==> config.mk <==
export PLATFORM = sky130hd
export DESIGN_NAME = io_capture_fifo
export DESIGN_NICKNAME = d
export VERILOG_FILES = /design/src/rtl/io_pkg.sv /design/src/rtl/io_sync_fifo.sv /design/src/rtl/io_capture_fifo.sv
export SDC_FILE = /design/constraint.sdc
export NUM_CORES = 1
export LEC_CHECK = 0
export ABC_AREA = 1
export CORE_MARGIN = 2
export CORE_UTILIZATION = 50
export DETAILED_ROUTE_END_ITERATION = 16
export GPL_ROUTABILITY_DRIVEN = 0
export PLACE_DENSITY_LB_ADDON = 0.2
export SLEW_MARGIN = 0
export SYNTH_ARGS = -nofsm -noshare
export SYNTH_HDL_FRONTEND = slang
export SYNTH_HIERARCHICAL = 1
export SYNTH_SLANG_ARGS = --single-unit
==> constraint.sdc <==
create_clock -name clk -period 3.6 [get_ports clk]
set_input_delay 0.54 -clock clk [delete_from_list [all_inputs] [get_ports clk]]
set_output_delay 0.54 -clock clk [all_outputs]
set_load 0.005 [all_outputs]
==> src/rtl/io_pkg.sv <==
// Shared definitions for the CPU output-port capture path.
package io_pkg;

    localparam int unsigned IO_DATA_W = 32;

    typedef enum logic {
        CAP_LEVEL = 1'b0,
        CAP_EDGE  = 1'b1
    } cap_mode_e;

    function automatic bit is_pow2(input int unsigned v);
        return (v >= 2) && ((v & (v - 1)) == 0);
    endfunction

endpackage

==> src/rtl/io_sync_fifo.sv <==
// Single-clock first-word-fall-through FIFO with occupancy count and flush.
module io_sync_fifo
    import io_pkg::*;
#(
    parameter int unsigned DATA_W = IO_DATA_W,
    parameter int unsigned DEPTH  = 16
) (
    input  logic                     clk,
    input  logic                     rst,
    input  logic                     flush,
    input  logic                     push,
    input  logic [DATA_W-1:0]        push_data,
    input  logic                     pop,
    output logic [DATA_W-1:0]        head_data,
    output logic                     full,
    output logic                     empty,
    output logic [$clog2(DEPTH):0]   count
);

    localparam int unsigned AW = $clog2(DEPTH);
    localparam int unsigned CW = AW + 1;

    logic [DATA_W-1:0] mem [DEPTH];
    logic [AW-1:0]     wr_ptr;
    logic [AW-1:0]     rd_ptr;
    logic [CW-1:0]     count_q;
    logic              push_ok;
    logic              pop_ok;

    assign full  = (count_q == CW'(DEPTH));
    assign empty = (count_q == '0);

    // A flush discards any push/pop presented in the same cycle.
    assign pop_ok  = pop  & ~empty & ~flush;
    assign push_ok = push & (~full | pop_ok) & ~flush;

    always_ff @(posedge clk) begin
        if (rst || flush) begin
            wr_ptr  <= '0;
            rd_ptr  <= '0;
            count_q <= '0;
        end else begin
            if (push_ok) wr_ptr <= wr_ptr + AW'(1);
            if (pop_ok)  rd_ptr <= rd_ptr + AW'(1);
            case ({push_ok, pop_ok})
                2'b10:   count_q <= count_q + CW'(1);
                2'b01:   count_q <= count_q - CW'(1);
                default: count_q <= count_q;
            endcase
        end
    end

    always_ff @(posedge clk) begin
        if (!rst && push_ok) mem[wr_ptr] <= push_data;
    end

    // Unreset storage is masked so the head reads zero while empty.
    assign head_data = empty ? '0 : mem[rd_ptr];
    assign count     = count_q;

endmodule

==> src/rtl/io_capture_fifo.sv <==
// Captures CPU output-port writes into a FIFO drained over a valid/ready stream.
module io_capture_fifo
    import io_pkg::*;
#(
    parameter int unsigned DATA_W    = IO_DATA_W,
    parameter int unsigned DEPTH     = 16,
    parameter bit          EDGE_MODE = 1'b1,
    parameter int unsigned OVF_W     = 8
) (
    input  logic                     clk,
    input  logic                     rst,
    input  logic                     io_write,
    input  logic [DATA_W-1:0]        io_data,
    input  logic                     flush,
    output logic                     out_valid,
    output logic [DATA_W-1:0]        out_data,
    input  logic                     out_ready,
    output logic [$clog2(DEPTH):0]   count,
    output logic [OVF_W-1:0]         overflow
);

    logic prev_write;
    logic cap;
    logic pop;
    logic full;
    logic empty;
    logic drop;

    always_ff @(posedge clk) begin
        if (rst) prev_write <= 1'b0;
        else     prev_write <= io_write;
    end

    assign cap = (cap_mode_e'(EDGE_MODE) == CAP_EDGE) ? (io_write & ~prev_write) : io_write;
    assign pop = out_valid & out_ready;

    io_sync_fifo #(
        .DATA_W (DATA_W),
        .DEPTH  (DEPTH)
    ) u_fifo (
        .clk       (clk),
        .rst       (rst),
        .flush     (flush),
        .push      (cap),
        .push_data (io_data),
        .pop       (pop),
        .head_data (out_data),
        .full      (full),
        .empty     (empty),
        .count     (count)
    );

    assign out_valid = ~empty;

    // A capture is lost only when full with no simultaneous pop; flushed captures are not losses.
    assign drop = cap & full & ~pop & ~flush;

    always_ff @(posedge clk) begin
        if (rst)                         overflow <= '0;
        else if (drop && overflow != '1) overflow <= overflow + OVF_W'(1);
    end

endmodule

==> results.cfg <==
[timing]
worst_slew_pin_slew_ps = 898
period_minus_slack_ps = 3500
postLayoutSetupSlackWorst_ps = 103
finClkSkew_ps = 19.6
hold_viol_final = 0
max_freq_mhz = 286
rsz0062_at_grt = yes
slew_headroom = 0.399
slew_violations = 0
setup_tns_ps = 0
period_share = 0.971
setup_viol = 0

[worst_setup_path]
endpoint_kind = primary output
worstPathArrival_ps = 2960
crit_type = flop to primary output
worstPathRequired_ps = 3060
r2r_slack_ps = 730
r2r-start = u_fifo/count[0]
start_kind = flop
critPathCapture = out_data[15]
reg2reg_depth = 17
cp_max_fo = 82
r2r_end = u_fifo/count[4]

[power_and_ir_drop]
peakVddDrop_mv = 0.319
clkPwrFrac = 0.422
switching_share = 0.200
net-switching-power_uw = 2500
power_frac_comb = 0.028
p_leak_uw = 0.00908
p_int_uw = 9990
power_density_mw_per_mm2 = 492
power_frac_seq = 0.550

[layout]
nNetsFinal = 2039
insertedDiodeCount = 0
fillers = 3631
layout_commonest_cell = nand2_1
drive_gt1_frac = 0.0776
synthToLayoutAreaGrowth_pct = 14.7
final_cell_mix = 693 x nand2_1, 512 x edfxtp_1, 394 x nand3_1, 82 x clkdlybuf4s50_1, 55 x clkbuf_16
fin_util = 0.578
stdcell_count = 2627
final_area_sq_mm = 0.0254

[logic_synthesis]
netlist_area_sq_mm = 0.0221
ys_seq_area_frac = 0.718
ys_warn_count = 6
synth_top_area_share = 0.695
syn_inst = 1911
synth_nets = 1959
synth.largest_area_cell = edfxtp_1
synthDistinctLibCells = 28
synthTopCellsByArea = edfxtp_1 69%, nand2_1 12%, nand3_1 8.9%
synth-seq-cells = 538
syn_avg_cell_area_sq_um = 11.6

[grt]
grt_remaining_overflow = 0
antenna_found_initial = 0
grt_usage = 0.236
grt_pass1_vias = 14028
grt_max_degree = 93
grt_pass1_wl_mm = 82.7

[drt]
drcViolationCount = 0
dr.pass1.iters = 5
drtIter0Drc = 1564
antenna_left = 0
viasPerCell = 5.51
wl_per_cell_microns = 20.5
vias = 14473
wl_mm = 54.0

[floorplanning]
core_area_sq_mm = 0.0439
dieArea_sq_mm = 0.0460
die-width_microns = 214
fp-row-count = 77
initial_core_util = 0.504
die_h_microns = 214
pin_count = 83

[cts]
numCtsBuffers = 53
clockBufferDepth = 3
htreeDepth = 2
ctsHoldBuffers = 0
cts_root_buffer = clkbuf_16
cts_sinks = 538
clk_pin_slew_ps = 60
cts_setup_buffers = 0
cts_tree = built
clk-insertion-delay-late_ps = 600

[placement]
place_ws_ps = 550
port_buffers = 82
postPlaceCellArea_sq_mm = 0.0237
place_inst = 2528
hpwl_mm = 32.2

[hold_path]
hp-class = flop to flop

[run_status]
status = finished, final reports clean

[run]
maxCapViolations = 0
## layer usage
metal	vias up	GRT usage	routed length, microns
met2	544	0.381	25900
met1	7048	0.328	22900
met5	-	0	0
li1	6793	-	-
met3	88	0.0444	3910
met4	0	0.0706	1360
## through the flow
stage,hold WS [ps],total power (uW)
after floorplan,467,7110
after CTS,514,12600
final,511,12500
after global placement,488,7340
after global routing,535,12900
after detailed placement,499,7350
## worst max-delay path: stages, from the launching register on
cell and delay [ps]:
dfxtp_4 420, buf_6 520, nand2_1 130, nand3_1 120
nand3_1 100, nand2_1 90, nand2_1 110, a21oi_1 260
clkdlybuf4s50_1 550
## state kept, by name, summed over array words and instances, names as in the netlist, named ones only
| name | cells |
|---|---|
| u_fifo/mem | 512 |
| prev_write | 1 |
| overflow | 8 |
| u_fifo/count | 5 |
| u_fifo/wr_ptr | 4 |
| u_fifo/rd_ptr | 4 |
## layout make-up
| type | instances | area (sq um) | area share |
|---|---|---|---|
| clock inverter | 28 | 175 | 0.00690 |
| sequential | 538 | 15900 | 0.627 |
| multi-input combinational | 1225 | 5490 | 0.216 |
| clock buffer | 71 | 1480 | 0.0582 |
| tap | 592 | 741 | 0.0292 |
| inverter | 40 | 160 | 0.00631 |
| timing repair buffer | 133 | 1420 | 0.0560 |
## cell usage after synthesis, drive strengths merged
library cell	number
nand2	696
edfxtp	512
nand3	396
buf	85
nor2	57
a21oi	43
inv	39
dfxtp	26
clkbuf	23
ha	10
o21ai	9
xor2	6
xnor2	3
nand3b	2
clkinv	1
fa	1
nand4	1
o211ai	1
## power by group through the flow
stage               Clock, uW  Sequential (uW)  Combinational [uW]
floorplan                   0             7000                 108
global placement            0             7000                 342
detailed placement          0             7000                 346
CTS                      5360             6870                 347
global route             5630             6870                 374
finish                   5280             6870                 343
## worst min-delay path by stage
stage / cells after the start / to / start / slack [ps]
final: 2 / flop / u_fifo/rd_ptr[1] / 510
after global routing: 2 / flop / u_fifo/rd_ptr[3] / 530
after CTS: 2 / flop / u_fifo/rd_ptr[1] / 510
after detailed placement: 2 / flop / u_fifo/rd_ptr[3] / 500
after global placement: 2 / flop / u_fifo/rd_ptr[3] / 490
after floorplan: 2 / flop / u_fifo/rd_ptr[3] / 470
## cell families (layout without fill, tap and decap cells)
family,after synthesis,after routing,synth area share
flip-flops,538,538,0.718
AO/OA/AOI/OAI,53,53,0.0121
adder cells (fa/ha/maj),11,11,0.00656
buffers and inverters,148,272,0.0395
AND/OR/NAND/NOR,1152,1152,0.220
XOR/XNOR,9,9,0.00356
## timing repair
item                                   in CTS  in global routing
setup endpoints to repair                   1                 18
endpoints found under the hold margin       0                  0
resized for setup                           1                  9
Power figures use the tool's default switching activity.
